[src/rtl/frame_cropper_pkg.sv]
// Shared types and constants for the frame cropper and its raster counter.
package frame_cropper_pkg;

  typedef enum logic {
    IDLE   = 1'b0,
    ACTIVE = 1'b1
  } state_t;

  localparam int TUSER_SOF_BIT = 0;

endpackage

[src/rtl/frame_cropper_if.sv]
// Input and output pixel streams of the cropper, bundled as one interface.
interface frame_cropper_if #(
  parameter int PIXEL_BIT_WIDTH = 10
);
  import frame_cropper_pkg::*;

  logic                       s_axis_tvalid;
  logic                       s_axis_tready;
  logic [PIXEL_BIT_WIDTH-1:0] s_axis_tdata;
  logic                       m_axis_tvalid;
  logic                       m_axis_tready;
  logic [PIXEL_BIT_WIDTH-1:0] m_axis_tdata;
  logic                       m_axis_tuser;
  logic                       m_axis_tlast;

  // The cropper itself: consumes s_axis, produces m_axis.
  modport slave (
    input  s_axis_tvalid, s_axis_tdata, m_axis_tready,
    output s_axis_tready, m_axis_tvalid, m_axis_tdata, m_axis_tuser, m_axis_tlast
  );

  // The environment: feeds s_axis, sinks m_axis.
  modport master (
    output s_axis_tvalid, s_axis_tdata, m_axis_tready,
    input  s_axis_tready, m_axis_tvalid, m_axis_tdata, m_axis_tuser, m_axis_tlast
  );

endinterface

[src/rtl/frame_cropper_raster_position_counter.sv]
// Raster position of the next pixel in an IN_ROWS x IN_COLS frame, advanced per accepted pixel.
module raster_position_counter #(
  parameter int IN_ROWS = 20,
  parameter int IN_COLS = 20,
  localparam int CW = (IN_COLS > 1) ? $clog2(IN_COLS) : 1,
  localparam int RW = (IN_ROWS > 1) ? $clog2(IN_ROWS) : 1
) (
  input  logic          clk,
  input  logic          reset,
  input  logic          i_adv,
  output logic [CW-1:0] o_col_cnt,
  output logic [RW-1:0] o_row_cnt,
  output logic          o_first_pos,
  output logic          o_last_pos
);

  localparam logic [CW-1:0] LAST_COL = CW'(IN_COLS - 1);
  localparam logic [RW-1:0] LAST_ROW = RW'(IN_ROWS - 1);

  logic [CW-1:0] r_col;
  logic [RW-1:0] r_row;
  logic          w_last_col;
  logic          w_last_row;

  assign w_last_col = (r_col == LAST_COL);
  assign w_last_row = (r_row == LAST_ROW);

  always_ff @(posedge clk) begin
    if (reset) begin
      r_col <= '0;
      r_row <= '0;
    end else if (i_adv) begin
      if (w_last_col) begin
        r_col <= '0;
        r_row <= w_last_row ? '0 : r_row + 1'b1;
      end else begin
        r_col <= r_col + 1'b1;
      end
    end
  end

  assign o_col_cnt   = r_col;
  assign o_row_cnt   = r_row;
  assign o_first_pos = (r_col == '0) && (r_row == '0);
  assign o_last_pos  = w_last_col && w_last_row;

endmodule

[src/rtl/frame_cropper.sv]
// Forwards the OUT_ROWS x OUT_COLS window of each raster frame, tagging start-of-frame and end-of-line.
module frame_cropper
  import frame_cropper_pkg::*;
#(
  parameter int PIXEL_BIT_WIDTH = 10,
  parameter int IN_ROWS         = 20,
  parameter int IN_COLS         = 20,
  parameter int OUT_ROWS        = 10,
  parameter int OUT_COLS        = 10,
  localparam int CW = (IN_COLS > 1) ? $clog2(IN_COLS) : 1,
  localparam int RW = (IN_ROWS > 1) ? $clog2(IN_ROWS) : 1
) (
  input  logic          clk,
  input  logic          reset,
  frame_cropper_if.slave bus,
  input  logic [CW-1:0] crop_x0,
  input  logic [RW-1:0] crop_y0,
  output logic          frame_done
);

  if (OUT_COLS > IN_COLS || OUT_ROWS > IN_ROWS) begin : g_bad_geometry
    $fatal(1, "frame_cropper: crop window larger than input frame");
  end

  localparam int CSW = $clog2(IN_COLS + 1);
  localparam int RSW = $clog2(IN_ROWS + 1);
  localparam logic [CW-1:0] MAX_X0 = CW'(IN_COLS - OUT_COLS);
  localparam logic [RW-1:0] MAX_Y0 = RW'(IN_ROWS - OUT_ROWS);

  function automatic logic [CW-1:0] clamp_x(input logic [CW-1:0] x);
    return (x > MAX_X0) ? MAX_X0 : x;
  endfunction

  function automatic logic [RW-1:0] clamp_y(input logic [RW-1:0] y);
    return (y > MAX_Y0) ? MAX_Y0 : y;
  endfunction

  state_t                     r_state, w_state_nxt;
  logic                       w_hs_in;
  logic [CW-1:0]              w_col_cnt, r_x0, w_x0;
  logic [RW-1:0]              w_row_cnt, r_y0, w_y0;
  logic                       w_first_pos, w_last_pos;
  logic [CSW-1:0]             w_col_ext, w_x0_ext;
  logic [RSW-1:0]             w_row_ext, w_y0_ext;
  logic                       w_in_win, w_sof, w_eol;
  logic                       r_tvalid_p1, r_tlast_p1, r_frame_done_p1;
  logic [PIXEL_BIT_WIDTH-1:0] r_tdata_p1;
  logic [TUSER_SOF_BIT:0]     r_tuser_p1;

  assign bus.s_axis_tready = !r_tvalid_p1 || bus.m_axis_tready;
  assign w_hs_in           = bus.s_axis_tvalid && bus.s_axis_tready;

  raster_position_counter #(
    .IN_ROWS (IN_ROWS),
    .IN_COLS (IN_COLS)
  ) u_pos (
    .clk         (clk),
    .reset       (reset),
    .i_adv       (w_hs_in),
    .o_col_cnt   (w_col_cnt),
    .o_row_cnt   (w_row_cnt),
    .o_first_pos (w_first_pos),
    .o_last_pos  (w_last_pos)
  );

  always_ff @(posedge clk) begin
    if (reset) r_state <= IDLE;
    else       r_state <= w_state_nxt;
  end

  always_comb begin
    w_state_nxt = r_state;
    case (r_state)
      IDLE:    if (w_hs_in && w_first_pos && !w_last_pos) w_state_nxt = ACTIVE;
      ACTIVE:  if (w_hs_in && w_last_pos)                 w_state_nxt = IDLE;
      default: w_state_nxt = IDLE;
    endcase
  end

  // While idle the live crop inputs are used directly, so a frame that starts
  // right after the previous one ends still sees the newest crop setting.
  always_ff @(posedge clk) begin
    if (r_state == IDLE) begin
      r_x0 <= clamp_x(crop_x0);
      r_y0 <= clamp_y(crop_y0);
    end
  end

  assign w_x0 = (r_state == IDLE) ? clamp_x(crop_x0) : r_x0;
  assign w_y0 = (r_state == IDLE) ? clamp_y(crop_y0) : r_y0;

  assign w_col_ext = CSW'(w_col_cnt);
  assign w_x0_ext  = CSW'(w_x0);
  assign w_row_ext = RSW'(w_row_cnt);
  assign w_y0_ext  = RSW'(w_y0);

  assign w_in_win = (w_col_ext >= w_x0_ext) && (w_col_ext < w_x0_ext + CSW'(OUT_COLS)) &&
                    (w_row_ext >= w_y0_ext) && (w_row_ext < w_y0_ext + RSW'(OUT_ROWS));
  assign w_sof    = (w_col_cnt == w_x0) && (w_row_cnt == w_y0);
  assign w_eol    = (w_col_ext == w_x0_ext + CSW'(OUT_COLS - 1));

  // ---- stage p1: output register ----
  always_ff @(posedge clk) begin
    if (reset) begin
      r_tvalid_p1     <= 1'b0;
      r_tdata_p1      <= '0;
      r_tuser_p1      <= '0;
      r_tlast_p1      <= 1'b0;
      r_frame_done_p1 <= 1'b0;
    end else begin
      r_frame_done_p1 <= w_hs_in && w_last_pos;
      if (w_hs_in && w_in_win) begin
        r_tvalid_p1               <= 1'b1;
        r_tdata_p1                <= bus.s_axis_tdata;
        r_tuser_p1[TUSER_SOF_BIT] <= w_sof;
        r_tlast_p1                <= w_eol;
      end else if (r_tvalid_p1 && bus.m_axis_tready) begin
        r_tvalid_p1 <= 1'b0;
      end
    end
  end

  assign bus.m_axis_tvalid = r_tvalid_p1;
  assign bus.m_axis_tdata  = r_tdata_p1;
  assign bus.m_axis_tuser  = r_tuser_p1[TUSER_SOF_BIT];
  assign bus.m_axis_tlast  = r_tlast_p1;
  assign frame_done        = r_frame_done_p1;

endmodule

[src/flat_wrapper.sv]
// flat-port wrapper written by rule: the top's interface ports become plain ports
module frame_cropper_flat import frame_cropper_pkg::*;
#(
  parameter int PIXEL_BIT_WIDTH = 10,
  parameter int IN_ROWS         = 20,
  parameter int IN_COLS         = 20,
  parameter int OUT_ROWS        = 10,
  parameter int OUT_COLS        = 10,
  localparam int CW = (IN_COLS > 1) ? $clog2(IN_COLS) : 1,
  localparam int RW = (IN_ROWS > 1) ? $clog2(IN_ROWS) : 1
)
  (clk, reset, crop_x0, crop_y0, frame_done, bus_s_axis_tvalid, bus_s_axis_tdata, bus_m_axis_tready, bus_s_axis_tready, bus_m_axis_tvalid, bus_m_axis_tdata, bus_m_axis_tuser, bus_m_axis_tlast);
  frame_cropper_if #(.PIXEL_BIT_WIDTH(PIXEL_BIT_WIDTH)) bus_i ();
  input  logic clk;
  input  logic reset;
  input  logic [CW-1:0] crop_x0;
  input  logic [RW-1:0] crop_y0;
  output logic frame_done;
  input wire logic [$bits(bus_i.s_axis_tvalid)-1:0] bus_s_axis_tvalid;
  input wire logic [$bits(bus_i.s_axis_tdata)-1:0] bus_s_axis_tdata;
  input wire logic [$bits(bus_i.m_axis_tready)-1:0] bus_m_axis_tready;
  output wire logic [$bits(bus_i.s_axis_tready)-1:0] bus_s_axis_tready;
  output wire logic [$bits(bus_i.m_axis_tvalid)-1:0] bus_m_axis_tvalid;
  output wire logic [$bits(bus_i.m_axis_tdata)-1:0] bus_m_axis_tdata;
  output wire logic [$bits(bus_i.m_axis_tuser)-1:0] bus_m_axis_tuser;
  output wire logic [$bits(bus_i.m_axis_tlast)-1:0] bus_m_axis_tlast;
  assign bus_i.s_axis_tvalid = bus_s_axis_tvalid;
  assign bus_i.s_axis_tdata = bus_s_axis_tdata;
  assign bus_i.m_axis_tready = bus_m_axis_tready;
  assign bus_s_axis_tready = bus_i.s_axis_tready;
  assign bus_m_axis_tvalid = bus_i.m_axis_tvalid;
  assign bus_m_axis_tdata = bus_i.m_axis_tdata;
  assign bus_m_axis_tuser = bus_i.m_axis_tuser;
  assign bus_m_axis_tlast = bus_i.m_axis_tlast;
  frame_cropper #(.PIXEL_BIT_WIDTH(PIXEL_BIT_WIDTH), .IN_ROWS(IN_ROWS), .IN_COLS(IN_COLS), .OUT_ROWS(OUT_ROWS), .OUT_COLS(OUT_COLS)) u_core (.clk(clk), .reset(reset), .bus(bus_i), .crop_x0(crop_x0), .crop_y0(crop_y0), .frame_done(frame_done));
endmodule
[config.mk]
export PLATFORM = sky130hd
export DESIGN_NAME = frame_cropper_flat
export DESIGN_NICKNAME = d
export VERILOG_FILES = /design/src/rtl/frame_cropper_pkg.sv /design/src/rtl/frame_cropper_if.sv /design/src/rtl/frame_cropper_raster_position_counter.sv /design/src/rtl/frame_cropper.sv /design/src/flat_wrapper.sv
export SDC_FILE = /design/constraint.sdc
export NUM_CORES = 1
export LEC_CHECK = 0
export BUFFER_PORTS_ARGS = -buffer_cell sky130_fd_sc_hd__buf_2
export CAP_MARGIN = 20
export CORE_MARGIN = 2
export CORE_UTILIZATION = 48
export CTS_BUF_LIST = sky130_fd_sc_hd__clkbuf_2
export DETAILED_ROUTE_END_ITERATION = 7
export HOLD_SLACK_MARGIN = 0.1
export PLACE_DENSITY = 0.8
export SLEW_MARGIN = 0
export SYNTH_ARGS = -nofsm -noshare
export SYNTH_HDL_FRONTEND = slang
export SYNTH_SLANG_ARGS = --single-unit
export TNS_END_PERCENT = 30
[constraint.sdc]
create_clock -name clk -period 5.2 [get_ports clk]
set_clock_uncertainty 0.15 [all_clocks]
set_input_delay 0.78 -clock clk [delete_from_list [all_inputs] [get_ports clk]]
set_output_delay 0.78 -clock clk [all_outputs]
set_load 0.03 [all_outputs]
==> Word-level counts from Yosys, hierarchy flattened <==
Index checks and enable logic that the tools add are counted.
{ "totals": {"register_bits": 35, "in_bits": 24, "latchBits": 0, "word_cells": 57, "ram_bits": 0, "romBits": 0, "memories": 0, "output_inout_bits": 15} }
{ "classes": {"n_lt_le_gt_ge": 6, "shift": 0, "add_sub_neg": 5, "mul": 0, "mux": 11, "eq_ne": 5, "n_bitwise": 1, "n_reduce_logical": 19, "n_div": 0} }
{ "ops": {"columns": ["op", "count"], "rows": [
  ["$mux 5", 6],
  ["$add 5x4->5 const B", 3],
  ["$eq 5x5->1", 3],
  ["$logic_and 1x1->1", 12],
  ["$add 5x1->5 const B", 2],
  ["$eq 5x5->1 const B", 2],
  ["$ge 5x5->1", 2],
  ["$gt 5x4->1 const B", 2],
  ["$logic_not 5->1", 2],
  ["$lt 5x5->1", 2],
  ["$mux 1", 4],
  ["$logic_not 1->1", 2],
  ["$pmux 1 s2", 1],
  ["$reduce_and 2->1", 1],
  ["$reduce_bool 2->1", 1],
  ["$logic_or 1x1->1", 1],
  ["$not 1->1", 1]
]} }

==> Depth between registers and ports, before layout <==
{ "depth": {"word_depth": 10, "depth_mapped": 14, "depth_no_buf": 12} }

==> By module <==
A second synthesis with hierarchy kept.
{ "hier_totals": {"hier_cells": 247, "hier_area_um2": 2152.1} }
{ "modules_own_cells": {"columns": ["mod", "area_per_inst_um2", "n_inst", "seq_area_each_um2", "cells_each"], "rows": [
  ["frame_cropper", 1589.0, 1, 500.5, 182],
  ["raster_position_counter", 563.0, 1, 200.2, 65]
]} }

==> Least setup slack after synthesis <==
OpenSTA, ideal clock, no wires.
{ "synth_path": {"path_kind": "input-to-reg", "start": "in crop_x0[3]", "end": "reg u_core.r_tdata_p1[5], in the netlist u_core.bus.m_axis_tdata[5]", "required_time_ps": 4918, "cell_stages": 13, "t_arrival_ps": 3035, "setup_ps": 132, "slack_ps": 1883, "n_path_buf": 1, "cell_sequence": "a211oi_1 -> nor2_1 -> a21oi_1 -> inv_1 -> ha_1 -> xnor2_1 -> ha_1 -> a211oi_1 -> o2111ai_1 -> a311o_1 -> clkbuf_1 -> o31ai_1 -> a21oi_1"} }
{ "synth_via": {"elab_chain_len": 9, "word_cells_on_any_way": 10, "classes_between": "add/sub: 1; order compare: 3; mux: 2; reduce/logical: 4"} }
{ "synth_rtl": {"columns": ["element", "line", "rtl"], "rows": [
  ["start, declared", "flat_wrapper.sv:16", "input logic [CW-1:0] crop_x0;"],
  ["$gt 5x4->1 (*)", "frame_cropper.sv:31", "return (x > MAX_X0) ? MAX_X0 : x;"],
  ["$mux 5 (*) (2 in series)", null, null],
  ["net u_core.w_x0[1]", "frame_cropper.sv:40", "logic [CW-1:0] w_col_cnt, r_x0, w_x0;"],
  ["$add 5x4->5", "frame_cropper.sv:97", "assign w_in_win = (w_col_ext >= w_x0_ext) && (w_col_ext < w_x0_ext + CSW'(OUT_COLS)) &&"],
  ["$lt 5x5->1", "frame_cropper.sv:97", null],
  ["$logic_and 1x1->1 (*) (2 in series)", "frame_cropper.sv:97", null],
  ["$logic_and 1x1->1 (*)", "frame_cropper.sv:98", "(w_row_ext >= w_y0_ext) && (w_row_ext < w_y0_ext + RSW'(OUT_ROWS));"],
  ["$logic_and 1x1->1 (*)", "frame_cropper.sv:112", "if (w_hs_in && w_in_win) begin"],
  ["end signal, assigned", "frame_cropper.sv:114", "r_tdata_p1 <= bus.s_axis_tdata;"],
  ["end, declared", "frame_cropper.sv:47", "logic [PIXEL_BIT_WIDTH-1:0] r_tdata_p1;"]
]} }
The timed path passes the listed nets; every way through them passes the cells marked *.
A chain may end at the register's enable or synchronous reset.

==> Final worst setup path <==
{ "layout_path": {"start": "reg u_core.r_state", "end": "reg u_core.r_tlast_p1, in the netlist u_core.bus.m_axis_tlast"} }
{ "layout_via": {"elab_chain_len": 7, "word_cells_on_any_way": 14, "classes_between": "add/sub: 3; order compare: 4; eq/ne: 1; mux: 2; reduce/logical: 4"} }
{ "layout_rtl": {"columns": ["element", "line", "rtl"], "rows": [
  ["start, declared", "frame_cropper.sv:38", "state_t r_state, w_state_nxt;"],
  ["start signal, assigned", "frame_cropper.sv:68", "else r_state <= w_state_nxt;"],
  ["$mux 5 (*)", null, null],
  ["net u_core.w_x0[1]", "frame_cropper.sv:40", null],
  ["$add 5x4->5", "frame_cropper.sv:97", null],
  ["$lt 5x5->1", "frame_cropper.sv:97", null],
  ["$logic_and 1x1->1 (2 in series)", "frame_cropper.sv:97", null],
  ["$logic_and 1x1->1", "frame_cropper.sv:98", null],
  ["$logic_and 1x1->1", "frame_cropper.sv:112", null],
  ["end signal, assigned", "frame_cropper.sv:116", "r_tlast_p1 <= w_eol;"],
  ["end, declared", "frame_cropper.sv:46", "logic r_tvalid_p1, r_tlast_p1, r_frame_done_p1;"]
]} }
Marked as above.

==> reports/results.ini <==
[critical_path]
reg2regPathDepth = 12
slowest_stage = dfxtp_1
worstReg2RegStart = u_core.r_state
cp_max_fo = 21
crit_buf_inv = 2
critPathKind = register to register
worstSetupStartpointType = register
path_common_cell = ha_1
crit_arrival_ps = 3820
rr_endpoint = u_core.bus.m_axis_tlast
cpLargestDelayFamily = compound AO/OA/AOI/OAI gates
endpoint_kind = register
reg2reg_slack_ps = 1560
slowest_delay_ps = 840
critPathRequiredTime_ps = 5380
worstPathCellList = nor2_1 -> a21oi_1 -> inv_1 -> ha_1 -> xnor2_1 -> ha_1 -> a211oi_1 -> o2111ai_1 -> a311oi_1 -> buf_4 -> nand3_1 -> o41ai_1

[global_route]
antenna_found_initial = 0
grt_pass1_vias = 1734
grt_overflow = 0
track_usage_pct = 19.98
grt_max_degree = 23
grt_pass1_wl_um = 7831

[synthesis]
syn_avg_cell_area_um2 = 8.661
synth_compound_area_share_pct = 22.65
synth.net_count = 292
yosysWarnings = 0
yosysSeqAreaShare_pct = 33.29
synthXorXnorAreaFrac_pct = 5.826
synth_top_family_by_area = compound AO/OA/AOI/OAI gates
synth.distinct_cells = 44
synth_fa_ha_area_share_pct = 14.86
synth.area.mux_share_pct = 0.4756
syn_inst = 243
synthFlopType = dfxtp_1
synth-simple-area-share_pct = 17.24
syn_area_mm2 = 0.002105
ys_ff_latch = 35
synth_edf_count = 0
synthArstFlopShare_pct = 0

[timing]
post-route-period-util_pct = 70.04
finalHoldViolCount = 0
max_slew.worst_pin.slew_ps = 742.2
rsz0062_at_grt = no
finalSetupTns_ps = 0
period_needed_ps = 3642
fmax_mhz = 274.6
setup_ws_ps = 1558
slew_viol_final = 0
final-setup-viol-count = 0
hold_slack_ps = 332.0
relSlewSlack_pct = 50.46

[power]
power_density_mw_per_mm2 = 255.9
max-vdd-ir-drop_mv = 0.1943
p_leak_nw = 1.077
finalPower_mw = 0.6191

[placement]
place_area_mm2 = 0.002327
place.gp.congestion = 0.8538
post-place-cells = 323
dpl.hpwl_um = 3478
place_ws_ps = 1336
io_buffers = 38

[routing]
avgViaCountPerCell = 5.674
drt-pass1-iter-count = 4
totalWireLength_um = 4802
via_count = 1878
drc = 0
routedWlPerCell_um = 14.51
drtAntennaViolNets = 0
drt_iter0_markers = 103

[final_layout]
stdcell_count = 331
area_growth_pct = 14.98
insertedDiodeCount = 0
final_util_pct = 56.35
drive_gt1_share_pct = 19.00
fin_area_mm2 = 0.002420
nets = 327

[clocking]
postCtsSetupRepairBufs = 0
clockBufferDepth = 2
htreeDepth = 2
cts_resized = 0
cts-root-buf = clkbuf_2
tritoncts = built
clk_latency_ps = 410
postCtsHoldBufs = 0
clkSlewWorstSetupHoldPaths_ps = 200
cts-buffers-inserted = 5
clkSinkCount = 35

[floorplanning]
std_cell_rows = 24
ioPinCount = 39
die_h_um = 70.22
die_w_um = 70.22
initial_core_util_pct = 49.01
die_area_mm2 = 0.004930
coreArea_mm2 = 0.004294

[job]
cap_viol_max_count = 0

[min_path]
whs_endpoint = u_core.bus.m_axis_tdata[1]
hp-start = u_core.bus.m_axis_tdata[1]
hold_depth = 2
hold_class = register to register

[run_status]
status = completed

==> worst max path at each step <==
stage / cells past startpoint / to / from
global route: 12 / u_core.bus.m_axis_tlast / u_core.r_state
detailed placement: 14 / u_core.bus.m_axis_tlast / crop_x0[3]
CTS: 12 / u_core.bus.m_axis_tlast / u_core.r_state
finish: 12 / u_core.bus.m_axis_tlast / u_core.r_state
global placement: 14 / u_core.bus.m_axis_tlast / crop_x0[3]
floorplan: 13 / u_core.bus.m_axis_tdata[5] / crop_x0[3]
==> cells in the mapped netlist, drive strengths merged, types with 3 or more instances <==
| cell type | n | share of area [%] |
|---|---|---|
| buf | 3 | 0.83 |
| nand3 | 6 | 1.4 |
| nand2 | 9 | 1.6 |
| nor3 | 4 | 0.95 |
| nand4 | 14 | 4.2 |
| o21a | 3 | 1.1 |
| nand2b | 5 | 1.5 |
| clkbuf | 10 | 1.8 |
| xnor2 | 7 | 2.9 |
| o21ai | 11 | 2.6 |
| inv | 17 | 3.0 |
| xor2 | 7 | 2.9 |
| nor2b | 4 | 1.2 |
| ha | 25 | 15 |
| o31ai | 12 | 4.9 |
| a211oi | 3 | 1.1 |
| a21oi | 28 | 6.8 |
| a21o | 3 | 1.1 |
| nor2 | 13 | 2.3 |
| dfxtp | 35 | 33 |
==> worst register-to-register path: cells and delay by family, from the launching register on <==
family | cells | cell delay, ps
DFF | 1 | 840
buffers and inverters | 2 | 370
and+or+nand+nor | 2 | 290
adders and majority gates | 2 | 430
AOI/OAI and AO/OA | 5 | 1360
xor gates and xnor gates | 1 | 140
==> metal layers <==
| metal | global-route usage, % | vias up | routed length (um) |
|---|---|---|---|
| li1 | - | 957 | - |
| met1 | 27.02 | 860 | 2312 |
| met2 | 31.75 | 56 | 2178 |
| met3 | 4.762 | 5 | 264 |
| met4 | 5.983 | 0 | 46 |
| met5 | 0 | - | 0 |
==> final cells by class <==
type | instances | area [um2]
inverter | 17 | 63.81
multi-input combinational | 178 | 1285
sequential | 35 | 700.7
fill | 414 | 1874
clock inverter | 3 | 67.56
timing repair buffer | 41 | 212.7
tap | 52 | 65.06
clock buffer | 5 | 25.02
==> state kept, by name, indices dropped and copies added (netlist names) <==
signal                    count
u_core.bus.m_axis_tlast       1
u_core.r_state                1
u_core.u_pos.o_row_cnt        5
u_core.r_x0                   5
u_core.bus.m_axis_tvalid      1
u_core.bus.m_axis_tuser       1
u_core.u_pos.o_col_cnt        5
u_core.r_y0                   5
u_core.frame_done             1
u_core.bus.m_axis_tdata      10
==> cell families (layout without fill, tap and decap cells) <==
group                    after synthesis  count (layout)
AO/OA/AOI/OAI                         72              72
AND/OR/NAND/NOR                       66              66
flip-flops                            35              35
buffers and inverters                 30              66
adder cells (fa/ha/maj)               25              25
XOR/XNOR                              14              14
multiplexers                           1               1
==> layout by cell type, fill, tap and decap left out, types with 7 or more instances in the layout <==
cell type	netlist	routed
a21oi_1	27	27
buf_2	2	38
dfxtp_1	35	35
ha_1	25	25
inv_1	17	17
nand2_1	9	9
nand4_1	14	14
nor2_1	13	13
o21ai_0	11	11
o31ai_1	11	11
xnor2_1	7	7
xor2_1	7	7
==> where the power goes <==
part / switching, mW / leakage, nW / internal [mW]
Combinational: 0.0614 / 0.744 / 0.0407
Sequential: 0.00845 / 0.284 / 0.277
Clock: 0.103 / 0.0492 / 0.129
(Power assumes the default switching activity.)
